`config.mk`:
```
export PLATFORM = sky130hd
export DESIGN_NAME = clk_nco_bank
export DESIGN_NICKNAME = d
export VERILOG_FILES = /design/src/rtl/clk_nco_bank.sv
export SDC_FILE = /design/constraint.sdc
export NUM_CORES = 1
export LEC_CHECK = 0
export BUFFER_PORTS_ARGS = -buffer_cell sky130_fd_sc_hd__buf_4
export CORE_ASPECT_RATIO = 0.9
export CORE_UTILIZATION = 50
export CTS_CLUSTER_SIZE = 20
export DETAILED_ROUTE_END_ITERATION = 10
export PLACE_DENSITY = 0.66
export SYNTH_ARGS = -nofsm -noshare
export SYNTH_HDL_FRONTEND = slang
export SYNTH_SLANG_ARGS = --single-unit
```
`constraint.sdc`:
```
create_clock -name refclk -period 6.8 [get_ports refclk]
set_input_delay 0.68 -clock refclk [delete_from_list [all_inputs] [get_ports refclk]]
set_output_delay 0.68 -clock refclk [all_outputs]
set_load 0.005 [all_outputs]
```
`src/rtl/clk_nco_bank.sv`:
```
// clk_nco_bank: CHANNELS phase-accumulator clock enables on refclk with lock report; define CLK_NCO_SHADOW_EN for wrap-aligned incr updates.
// Latency: ce_out is the registered accumulator carry (1 cycle); accepted config writes are visible from the next edge.
// Backpressure: cfg_ready drops for a channel while its deferred incr waits for a wrap (shadow build only; otherwise always 1).
module clk_nco_bank #(
  parameter int CHANNELS      = 5,
  parameter int ACC_W         = 32,
  parameter int SETTLE_CYCLES = 16,
  localparam int CW = (CHANNELS > 1) ? $clog2(CHANNELS) : 1
) (
  input  logic                refclk,
  input  logic                rst,
  input  logic                cfg_valid,
  output logic                cfg_ready,
  input  logic [CW-1:0]       cfg_chan,
  input  logic [ACC_W-1:0]    cfg_incr,
  input  logic [ACC_W-1:0]    cfg_phase,
  input  logic                run,
  output logic [CHANNELS-1:0] ce_out,
  output logic                locked
);

  localparam int CNT_W = (SETTLE_CYCLES > 1) ? $clog2(SETTLE_CYCLES) : 1;
  localparam logic [CNT_W-1:0] CNT_INIT = CNT_W'(SETTLE_CYCLES - 1);

  typedef enum logic [1:0] {IDLE, SETTLE, RUN} state_t;

  state_t           state, state_nxt;
  logic [CNT_W-1:0] cnt, cnt_nxt;

  logic [ACC_W-1:0]    acc   [CHANNELS];
  logic [ACC_W-1:0]    incr  [CHANNELS];
  logic [ACC_W-1:0]    phase [CHANNELS];
  logic [ACC_W-1:0]    sum   [CHANNELS];
  logic [CHANNELS-1:0] carry, chan_hit, wr_sel;
  logic                active, reenter, any_pending;

  // Accumulators advance only when the bank is out of IDLE and stays out.
  assign active = run && (state != IDLE);

  always_comb begin
    carry    = '0;
    chan_hit = '0;
    for (int i = 0; i < CHANNELS; i++) begin
      {carry[i], sum[i]} = {1'b0, acc[i]} + {1'b0, incr[i]};
      chan_hit[i]        = (cfg_chan == CW'(i));
    end
  end

`ifdef CLK_NCO_SHADOW_EN
  logic [ACC_W-1:0]    shadow_incr [CHANNELS];
  logic [CHANNELS-1:0] pending, apply, direct;

  // A stopped channel (incr = 0) has no wrap to wait for, so it takes updates at once.
  always_comb begin
    cfg_ready = 1'b1;
    apply     = '0;
    direct    = '0;
    for (int i = 0; i < CHANNELS; i++) begin
      if (chan_hit[i] && pending[i]) cfg_ready = 1'b0;
      direct[i] = !active || (incr[i] == '0);
      apply[i]  = pending[i] && (!run || (active && carry[i]));
    end
    wr_sel  = (cfg_valid && cfg_ready) ? chan_hit : '0;
    reenter = active && ((|apply) || (|(wr_sel & direct)));
  end

  assign any_pending = |pending;
`else
  assign cfg_ready   = 1'b1;
  assign wr_sel      = cfg_valid ? chan_hit : '0;
  assign reenter     = active && (|wr_sel);
  assign any_pending = 1'b0;
`endif

  always_ff @(posedge refclk) begin
    if (rst) begin
      state <= IDLE;
      cnt   <= '0;
    end else begin
      state <= state_nxt;
      cnt   <= cnt_nxt;
    end
  end

  always_comb begin
    state_nxt = state;
    cnt_nxt   = cnt;
    locked    = (state == RUN);
    case (state)
      IDLE: begin
        if (run) begin
          state_nxt = SETTLE;
          cnt_nxt   = CNT_INIT;
        end
      end
      SETTLE: begin
        if (cnt != '0) cnt_nxt = cnt - CNT_W'(1);
        else if (!any_pending) state_nxt = RUN;
      end
      RUN:     ;
      default: state_nxt = IDLE;
    endcase
    if (reenter) begin
      state_nxt = SETTLE;
      cnt_nxt   = CNT_INIT;
    end
    if (!run) state_nxt = IDLE;
  end

  always_ff @(posedge refclk) begin
    if (rst) begin
      ce_out <= '0;
      for (int i = 0; i < CHANNELS; i++) begin
        acc[i]   <= '0;
        incr[i]  <= '0;
        phase[i] <= '0;
`ifdef CLK_NCO_SHADOW_EN
        shadow_incr[i] <= '0;
`endif
      end
`ifdef CLK_NCO_SHADOW_EN
      pending <= '0;
`endif
    end else begin
      for (int i = 0; i < CHANNELS; i++) begin
        ce_out[i] <= active && carry[i];
        if (state == IDLE && run) acc[i] <= phase[i];
        else if (active)          acc[i] <= sum[i];
        if (wr_sel[i]) phase[i] <= cfg_phase;
`ifdef CLK_NCO_SHADOW_EN
        // Swapping incr on the wrap edge keeps every period whole.
        if (apply[i]) begin
          incr[i]    <= shadow_incr[i];
          pending[i] <= 1'b0;
        end else if (wr_sel[i]) begin
          if (direct[i]) begin
            incr[i] <= cfg_incr;
          end else begin
            shadow_incr[i] <= cfg_incr;
            pending[i]     <= 1'b1;
          end
        end
`else
        if (wr_sel[i]) incr[i] <= cfg_incr;
`endif
      end
    end
  end

endmodule

```
==> results_dict.tcl <==
set metrics [dict create \
    finalPower_uw 8330 \
    htree_num_levels 2 \
    netlist_area_um2 25300 \
    clock-sinks 491 \
    via_per_inst 6.14 \
    drive_gt1_share_pct 9.36 \
    start_kind "register" \
    place_ws_ns 3.16 \
    worst_pin_slew_ns 1.27 \
    fin_skew_ns 0.0204 \
    avgSynthCellArea_um2 11.9 \
    ys_ff_latch 491 \
    synth_edf_count 480 \
    cts_buffers 52 \
    drtAntennaViolNets 0 \
    final.setup.tns_ns 0 \
    num_rows 77 \
    drt_iter0_drc 2213 \
    synth.distinct_cells 93 \
    start_util_pct 51.1 \
    status "completed" \
    synth_nets 2367 \
    dieWidth_um 239 \
    dr_total_vias 17878 \
    antenna_found_initial 1 \
    cts_resized 0 \
    grt_max_degree 161 \
    regArea_um2 14600 \
    io_buffers 76 \
    hold_class "in2reg" \
    path_class "reg2reg" \
    diodes 0 \
    drt-total-wl_mm 67.1 \
    rsz0062_at_grt "no" \
    async_flop_share_pct 0 \
    area_growth_pct 12.4 \
    grt_pass1_vias 16719 \
    multiInputGateArea_um2 10300 \
    finalHoldViolations 0 \
    peakVddDrop_v 0.000183 \
    pin_count 78 \
    worstPathMaxFanout 4 \
    cts_buffer_depth 3 \
    endpoint_kind "register" \
    cts_tree "built" \
    crit_arrival_ns 4.14 \
    min_period_ns 3.66 \
    slew_headroom_pct 15.6 \
    drv_cap 0 \
    drv_slew 0 \
    max_clock_freq_mhz 273 \
    syn_inst 2130 \
    dieArea_um2 51500 \
    grt_overflow 0 \
    gp_congestion 0.945 \
    setup_viol 0 \
    drc_errors 0 \
    power_density_nw_per_um2 293 \
    coreArea_um2 49500 \
    fin_crit_sh_pct 53.8 \
    ctsRootBufferMaster "clkbuf_16" \
    clk_pin_slew_ns 0.06 \
    wl_per_cell_um 23.0 \
    ys_warn_count 0 \
    holdBufCountCts 0 \
    nFillCells 4099 \
    grt_usage_pct 26.1 \
    grt_pass1_wl_mm 102 \
    nets 2438 \
    die_y_um 215 \
    critPathRequiredTime_ns 7.28 \
    setup_ws_ns 3.14 \
    ys.flop_type "edfxtp_1" \
    dpl.hpwl_mm 44.8 \
    firstDrtPassIters 6 \
    insertion_delay_ns 0.59 \
    ys_seq_area_share_pct 57.8 \
    p_leak_uw 0.0110 \
    post_cts_buffers 0 \
]
==> synth_stat cells, drive strengths merged, types with 11 or more instances <==
| cell | count | area, um^2 |
|---|---|---|
| a21o | 79 | 594 |
| a22o | 17 | 149 |
| o21a | 19 | 144 |
| inv | 44 | 165 |
| dfxtp | 11 | 220 |
| o21ai | 216 | 1090 |
| nor2 | 88 | 330 |
| ha | 161 | 2010 |
| a211oi | 27 | 203 |
| o31ai | 13 | 97.6 |
| a21oi | 163 | 842 |
| nand2b | 12 | 75.1 |
| or3 | 21 | 131 |
| a31oi | 21 | 144 |
| nor3 | 32 | 170 |
| xnor2 | 60 | 526 |
| nand3 | 44 | 220 |
| a32o | 11 | 110 |
| o211ai | 14 | 105 |
| and3 | 17 | 108 |
| nand4 | 25 | 156 |
| xor2 | 51 | 447 |
| and2 | 75 | 470 |
| buf | 13 | 75.1 |
| clkbuf | 56 | 210 |
| nor2b | 15 | 96.3 |
| edfxtp | 480 | 14400 |
| nand2 | 226 | 851 |
| o21bai | 19 | 154 |
==> placed cells by master (no fill, tap or decap), types with 21 or more instances in the layout <==
cell type / count
edfxtp_1: 480
nand2_1: 225
o21ai_0: 166
ha_1: 161
a21oi_1: 158
nor2_1: 87
buf_4: 85
a21o_1: 76
and2_1: 74
xnor2_1: 60
clkbuf_16: 53
xor2_1: 51
o21ai_1: 48
nand3_1: 44
inv_1: 43
nor3_1: 29
a211oi_1: 27
nand4_1: 25
or3_1: 21
==> worst paths after layout <==
path | startpoint | endpoint | slack (ns) | cells past startpoint
worst max-delay path | incr[0][32] | ce_out[1] | 3.14 | 10
worst min-delay path | rst | cnt[3] | 0.38 | 2
worst max register to register | incr[0][32] | ce_out[1] | 3.14 | 10
worst min register to register | cnt[0] | cnt[0] | 0.50 | 1
==> cells by family after synthesis <==
family / after synthesis / synth area share (%)
buf+inv: 114 / 1.79
mux: 3 / 0.119
other cells: 1 / 0.0148
flops: 491 / 57.8
compound gates: 667 / 17.0
simple gates: 577 / 11.0
fa+ha+maj: 166 / 8.35
xor+xnor: 111 / 3.84
==> critical path: stages (launching register included) <==
cell	delay (ns)
edfxtp_1	0.37
ha_1	0.25
fa_1	0.44
a211oi_1	0.42
o21ai_0	0.26
a21oi_2	0.38
a21oi_1	0.19
o41ai_2	0.58
or3_1	0.23
a21oi_1	0.07
o41a_1	0.37
==> per-stage QoR <==
stage                     cells  hold WS [ns]  utilization [%]  instance area [um^2]
final                      2914         0.377             57.4                 28400
after floorplan            2130         0.449                -                 25300
after global routing       2914         0.363             57.4                 28400
after global placement     2818         0.478             53.7                 26600
after CTS                  2914         0.347             57.4                 28400
after detailed placement   2818         0.489             53.7                 26600
==> cell type report <==
type	instances	share of cell area, %
well taps	671	2.95
clock buffers	57	4.71
multi-input cells	1525	36.1
clock inverters	39	1.86
inverters	45	0.594
repair buffers	86	2.31
flip-flops and latches	491	51.4
==> sequential cells by signal, indices dropped and copies added (netlist names) <==
name and count:
acc 160, ce_out 5, cnt 4, incr 160, phase 160, state 2
==> where the power goes <==
| part | leakage, uW | switching (uW) | internal (uW) |
|---|---|---|---|
| sequential | 0.00496 | 84.7 | 3610 |
| clock | 0.000913 | 1220 | 1920 |
| combinational | 0.00514 | 958 | 554 |
==> routing by layer <==
layer	global-route usage, %	vias to the layer above	part of all wire [%]
met2	37.2	754	42
met3	4.64	104	8.2
met5	0	-	0
li1	-	8308	-
met1	40.9	8712	47
met4	6.79	0	2.6
Note: power is estimated with default switching activity, not from simulation.
